[src/rtl/interface_demux_v2.sv]
// Egress demux: pops frames from the shared backend FIFOs and replicates each one
// into the per-MAC tx data/pointer FIFOs selected by the descriptor port vector.
module interface_demux_v2 #(
  parameter string IFDMX_MODE = "LLDP",
  localparam bit          LLDP_EN       = (IFDMX_MODE == "LLDP"),
  localparam int unsigned SRC_PTR_WIDTH = LLDP_EN ? 32'd20 : 32'd16,
  localparam int unsigned TX_PTR_WIDTH  = LLDP_EN ? 32'd16 : 32'd12
) (
  input  logic                     clk_sys,
  input  logic                     rstn_sys,
  output logic                     sfifo_rd,
  input  logic [7:0]               sfifo_dout,
  output logic                     ptr_sfifo_rd,
  input  logic [SRC_PTR_WIDTH-1:0] ptr_sfifo_dout,
  input  logic                     ptr_sfifo_empty,
  output logic [7:0]               tx_data_fifo_din,
  output logic [3:0]               tx_data_fifo_wr,
  input  logic [3:0]               tx_data_fifo_afull,
  output logic [TX_PTR_WIDTH-1:0]  tx_ptr_fifo_din,
  output logic [3:0]               tx_ptr_fifo_wr,
  input  logic [3:0]               tx_ptr_fifo_full,
  output logic [15:0]              drop_cnt
);

  localparam int unsigned LEN_W  = 11;
  localparam int unsigned NPORT  = 4;
  localparam int unsigned TAG_W  = 4;
  localparam int unsigned BYTE_W = 8;
  localparam int unsigned DROP_W = 16;

  typedef enum logic [6:0] {
    IDLE    = 7'b000_0001,
    PTR_RD  = 7'b000_0010,
    LATCH   = 7'b000_0100,
    WAIT    = 7'b000_1000,
    DATA    = 7'b001_0000,
    DISCARD = 7'b010_0000,
    DESC    = 7'b100_0000
  } state_e;

  state_e                  state_q, state_d;
  logic [LEN_W-1:0]        len_q, len_d;
  logic [LEN_W-1:0]        cnt_q, cnt_d;
  logic [NPORT-1:0]        pmap_q, pmap_d;
  logic [TAG_W-1:0]        tag_q, tag_d;
  logic                    sfifo_rd_q, sfifo_rd_d;
  logic                    ptr_rd_q, ptr_rd_d;
  logic                    vld_q, vld_d;
  logic [BYTE_W-1:0]       din_q, din_d;
  logic [NPORT-1:0]        data_wr_q, data_wr_d;
  logic [NPORT-1:0]        ptr_wr_q, ptr_wr_d;
  logic [TX_PTR_WIDTH-1:0] pdin_q, pdin_d;
  logic [DROP_W-1:0]       drop_q, drop_d;

  logic [LEN_W-1:0]        src_len_c;
  logic [NPORT-1:0]        src_pmap_c;
  logic [TAG_W-1:0]        src_tag_c;
  logic [TX_PTR_WIDTH-1:0] desc_c;
  logic                    room_ok_c;
  logic                    unused_rsvd;

  assign src_len_c   = ptr_sfifo_dout[10:0];
  assign src_pmap_c  = ptr_sfifo_dout[15:12];
  assign unused_rsvd = ptr_sfifo_dout[11];

  // Tag field and tx descriptor layout depend on the descriptor format
  if (LLDP_EN) begin : g_lldp
    assign src_tag_c = ptr_sfifo_dout[SRC_PTR_WIDTH-1 -: TAG_W];
    assign desc_c    = {tag_q, 1'b0, len_q};
  end else begin : g_std
    assign src_tag_c = '0;
    assign desc_c    = {1'b0, len_q};
  end

  // Only ports in the frame's port vector must have room; others are don't-care
  assign room_ok_c = &(~pmap_q | ~(tx_data_fifo_afull | tx_ptr_fifo_full));

  always_comb begin
    state_d  = state_q;
    len_d    = len_q;
    cnt_d    = cnt_q;
    pmap_d   = pmap_q;
    tag_d    = tag_q;
    drop_d   = drop_q;
    pdin_d   = pdin_q;
    ptr_wr_d = '0;

    case (state_q)
      IDLE: begin
        if (!ptr_sfifo_empty) state_d = PTR_RD;
      end
      PTR_RD: begin
        state_d = LATCH;
      end
      LATCH: begin
        len_d  = src_len_c;
        pmap_d = src_pmap_c;
        tag_d  = src_tag_c;
        cnt_d  = LEN_W'(1);
        if (src_len_c == '0) state_d = IDLE;
        else if (src_pmap_c == '0) state_d = DISCARD;
        else state_d = WAIT;
      end
      WAIT: begin
        if (room_ok_c) state_d = DATA;
      end
      DATA: begin
        if (cnt_q == len_q) state_d = DESC;
        else cnt_d = cnt_q + LEN_W'(1);
      end
      DISCARD: begin
        if (cnt_q == len_q) begin
          state_d = IDLE;
          if (drop_q != '1) drop_d = drop_q + DROP_W'(1);
        end else begin
          cnt_d = cnt_q + LEN_W'(1);
        end
      end
      DESC: begin
        // Last byte is in the output register once the read-valid stage is empty
        if (!vld_q) begin
          ptr_wr_d = pmap_q;
          pdin_d   = desc_c;
          state_d  = IDLE;
        end
      end
      default: state_d = IDLE;
    endcase

    ptr_rd_d   = (state_d == PTR_RD);
    sfifo_rd_d = (state_d == DATA) || (state_d == DISCARD);
    vld_d      = (state_q == DATA);
    data_wr_d  = vld_q ? pmap_q : '0;
    din_d      = vld_q ? sfifo_dout : din_q;
  end

  always_ff @(posedge clk_sys or negedge rstn_sys) begin
    if (!rstn_sys) begin
      state_q    <= IDLE;
      len_q      <= '0;
      cnt_q      <= '0;
      pmap_q     <= '0;
      tag_q      <= '0;
      sfifo_rd_q <= 1'b0;
      ptr_rd_q   <= 1'b0;
      vld_q      <= 1'b0;
      din_q      <= '0;
      data_wr_q  <= '0;
      ptr_wr_q   <= '0;
      pdin_q     <= '0;
      drop_q     <= '0;
    end else begin
      state_q    <= state_d;
      len_q      <= len_d;
      cnt_q      <= cnt_d;
      pmap_q     <= pmap_d;
      tag_q      <= tag_d;
      sfifo_rd_q <= sfifo_rd_d;
      ptr_rd_q   <= ptr_rd_d;
      vld_q      <= vld_d;
      din_q      <= din_d;
      data_wr_q  <= data_wr_d;
      ptr_wr_q   <= ptr_wr_d;
      pdin_q     <= pdin_d;
      drop_q     <= drop_d;
    end
  end

  assign sfifo_rd         = sfifo_rd_q;
  assign ptr_sfifo_rd     = ptr_rd_q;
  assign tx_data_fifo_din = din_q;
  assign tx_data_fifo_wr  = data_wr_q;
  assign tx_ptr_fifo_din  = pdin_q;
  assign tx_ptr_fifo_wr   = ptr_wr_q;
  assign drop_cnt         = drop_q;

endmodule

[config.mk]
export PLATFORM = sky130hd
export DESIGN_NAME = interface_demux_v2
export DESIGN_NICKNAME = d
export VERILOG_FILES = /design/src/rtl/interface_demux_v2.sv
export SDC_FILE = /design/constraint.sdc
export NUM_CORES = 1
export LEC_CHECK = 0
export ABC_AREA = 1
export CAP_MARGIN = 15
export CORE_MARGIN = 8
export CORE_UTILIZATION = 35
export CTS_CLUSTER_DIAMETER = 100
export DETAILED_ROUTE_END_ITERATION = 10
export PLACE_DENSITY = 0.6
export SYNTH_ARGS = -nofsm -noshare
export SYNTH_HDL_FRONTEND = slang
export SYNTH_SLANG_ARGS = --single-unit
[constraint.sdc]
create_clock -name clk_sys -period 1.7 [get_ports clk_sys]
set_input_delay 0.34 -clock clk_sys [delete_from_list [all_inputs] [get_ports clk_sys]]
set_output_delay 0.34 -clock clk_sys [all_outputs]
set_load 0.005 [all_outputs]
==> results.toml <==
[pwr]
leakage_uw = 0.00277
ir_worst_vdd_mv = 0.662
cellPowerDensity_nw_per_um2 = 1040
power_uw = 6140

[detailed_routing]
vias = 3626
vias_per_cell = 4.76
antenna_left = 0
firstDrtPassIters = 4
drc = 0
wl_per_cell_um = 14.0
initialDrtViolationCount = 271
routed_wl_um = 10600

[logic_synthesis]
syn_inst = 501
synth-edff-count = 0
synth_nets = 542
yosys_register_bits = 87
synth_flop_cell = "dfrtp_1"
netlist-cell-type-count = 32
yosys-top-cells-area = "dfrtp_1, nand2_1, nand3_1"
synth_area_um2 = 4270
ys_seq_area_share_pct = 51.0
synth_top_cell_by_area = "dfrtp_1"
synth_top_area_share_pct = 50.4
synth_area_per_cell_um2 = 8.52
async_flop_share_pct = 100
ys_warn_count = 0

[min_path]
worstHoldPathType = "in2async"

[setup_path]
crit_cells = 1
startpoint_type = "register"
critPathKind = "reg2out"
max_stage_delay_ns = 0.54
r2r_end = "drop_cnt[2]"
cp.required_ns = 1.36
endpoint_kind = "output port"
r2r_slack_ns = 0.09
r2r-start = "drop_cnt[0]"
path_max_fanout = 6
path_buf_inv = 1
crit_chain = "clkdlybuf4s50_1"
arrival_ns = 1.31
slowest_stage = "clkdlybuf4s50_1"
reg2reg_depth = 9
cp_top_family = "buffers and inverters"

[floorplan]
die-width_um = 126
die_area_um2 = 16000
io_pins = 89
floorplan.initialDensity_pct = 35.7
rows = 40
dieHeight_um = 126
fp.coreArea_um2 = 12000

[layout]
areaGrowthSynthToFinish_pct = 37.8
final_area_um2 = 5880
fin_cells = 761
layout-drive-gt1-share_pct = 15.8
final_util_pct = 49.2
diodes = 0
fin_nets = 650

[timing]
setup-violations-final = 0
hold_viol_final = 0
finalSetupTns_ns = 0
max_freq_mhz = 605
clock_skew_ns = 0.00471
slew_violations = 0
fin_crit_sh_pct = 97.2
layout_min_cycle_time_ns = 1.65

[global_route]
overflow = 0
grt_pass1_vias = 3815
antenna_found_initial = 0
grt_usage_pct = 14.1
grt_max_degree = 31
grt_pass1_wl_um = 18300

[run_status]
status = "finished clean"

[clock_tree]
clk_latency_ns = 0.34
clockBufferDepth = 2
cts_buffers = 9
clock_sinks = 87
cts_tree = "built"
root_buffer = "clkbuf_16"
path_clk_slew_ns = 0.06
ctsHtreeMaxLevel = 3

[place]
place_congestion = 0.827
hpwlAfterDp_um = 8000
placed_cell_area_um2 = 5420
port_buffers = 86
dp.cells = 743

[run]
drv_cap = 0
==> cells in the final DEF, fill, tap and decap left out, drive strengths merged, types with 2 or more instances in the layout <==
master	synthesis	final
dfrtp	86	86
clkbuf	4	11
o21ai	21	21
inv	45	45
ha	2	2
buf	10	25
nand4	9	9
nand2	172	172
nor2	37	37
bufinv	0	4
clkdlybuf4s50	0	83
nand3	59	59
a21oi	4	4
xnor2	13	13
mux2	10	10
xor2	12	12
nor3	11	11
==> synth_stat cells, drive strengths merged (2+ instances only) <==
| cell type | instances |
|---|---|
| mux2 | 10 |
| nor2 | 37 |
| dfrtp | 86 |
| buf | 10 |
| nor3 | 11 |
| o21ai | 21 |
| xor2 | 12 |
| ha | 2 |
| nand2 | 172 |
| nand3 | 59 |
| clkbuf | 4 |
| inv | 45 |
| a21oi | 4 |
| xnor2 | 13 |
| nand4 | 9 |
==> stage by stage <==
step | hold WS [ns] | setup WS, ns
floorplan | 0.0444 | 0.142
global placement | 0.272 | 0.0376
detailed placement | 0.279 | 0.0231
CTS | 0.451 | 0.0112
global route | 0.491 | -0.00698
finish | 0.446 | 0.0468
==> flip-flops by register name, summed over array words and instances (netlist names) <==
name / cells
len_q: 11
vld_q: 1
drop_cnt: 16
sfifo_rd: 1
tx_ptr_fifo_wr: 4
tag_q: 4
tx_data_fifo_wr: 4
cnt_q: 11
ptr_sfifo_rd: 1
tx_ptr_fifo_din: 15
pmap_q: 4
state_q: 7
tx_data_fifo_din: 8
==> report_power, final <==
part / leakage, uW / switching [uW] / internal [uW]
Clock: 0.000180 / 806 / 1630
Combinational: 0.00149 / 607 / 476
Sequential: 0.00111 / 238 / 2390
==> cell type report <==
| type | instances | area, um^2 |
|---|---|---|
| clock inverter | 5 | 129 |
| sequential | 87 | 2190 |
| multi-input combinational | 355 | 1880 |
| clock buffer | 11 | 243 |
| tap | 147 | 184 |
| fill | 1149 | 6080 |
| inverter | 45 | 174 |
| timing repair buffer | 111 | 1080 |
==> routing by layer <==
layer,global-route usage (%),vias to the layer above,share of wire [%]
li1,-,1818,-
met1,16.8,1704,44
met2,23.1,88,48
met3,5.07,16,5.9
met4,5.10,0,1.7
met5,0,-,0
==> logic make-up (layout without fill, tap and decap cells) <==
group / count (synthesis) / count (layout) / share of synthesized area (%)
AOI/OAI and AO/OA: 26 / 26 / 3.08
xor gates and xnor gates: 25 / 25 / 5.13
adders and majority gates: 2 / 2 / 0.586
buffers and inverters: 59 / 172 / 5.98
DFF: 87 / 87 / 51.0
muxes: 10 / 10 / 3.08
other: 1 / 1 / 0.0879
and+or+nand+nor: 291 / 291 / 31.0
==> worst max path at each step <==
| stage | startpoint | end | slack [ns] |
|---|---|---|---|
| after floorplan | drop_cnt[0] | drop_cnt[2] | 0.14 |
| after global placement | ptr_sfifo_dout[5] | sfifo_rd | 0.04 |
| after detailed placement | ptr_sfifo_dout[5] | sfifo_rd | 0.02 |
| after CTS | drop_cnt[1] | drop_cnt[1] | 0.01 |
| after global routing | drop_cnt[11] | drop_cnt[11] | -0.007 |
| final | drop_cnt[2] | drop_cnt[2] | 0.05 |
==> repair_timing <==
action	4_1_cts	5_1_grt
buffers inserted	0	1
setup endpoints to repair	4	36
cloned	0	0
endpoints found under the hold margin	22	0
resized for setup	4	20
hold buffers	1	0
pin swaps	0	1
(Power assumes the default switching activity.)
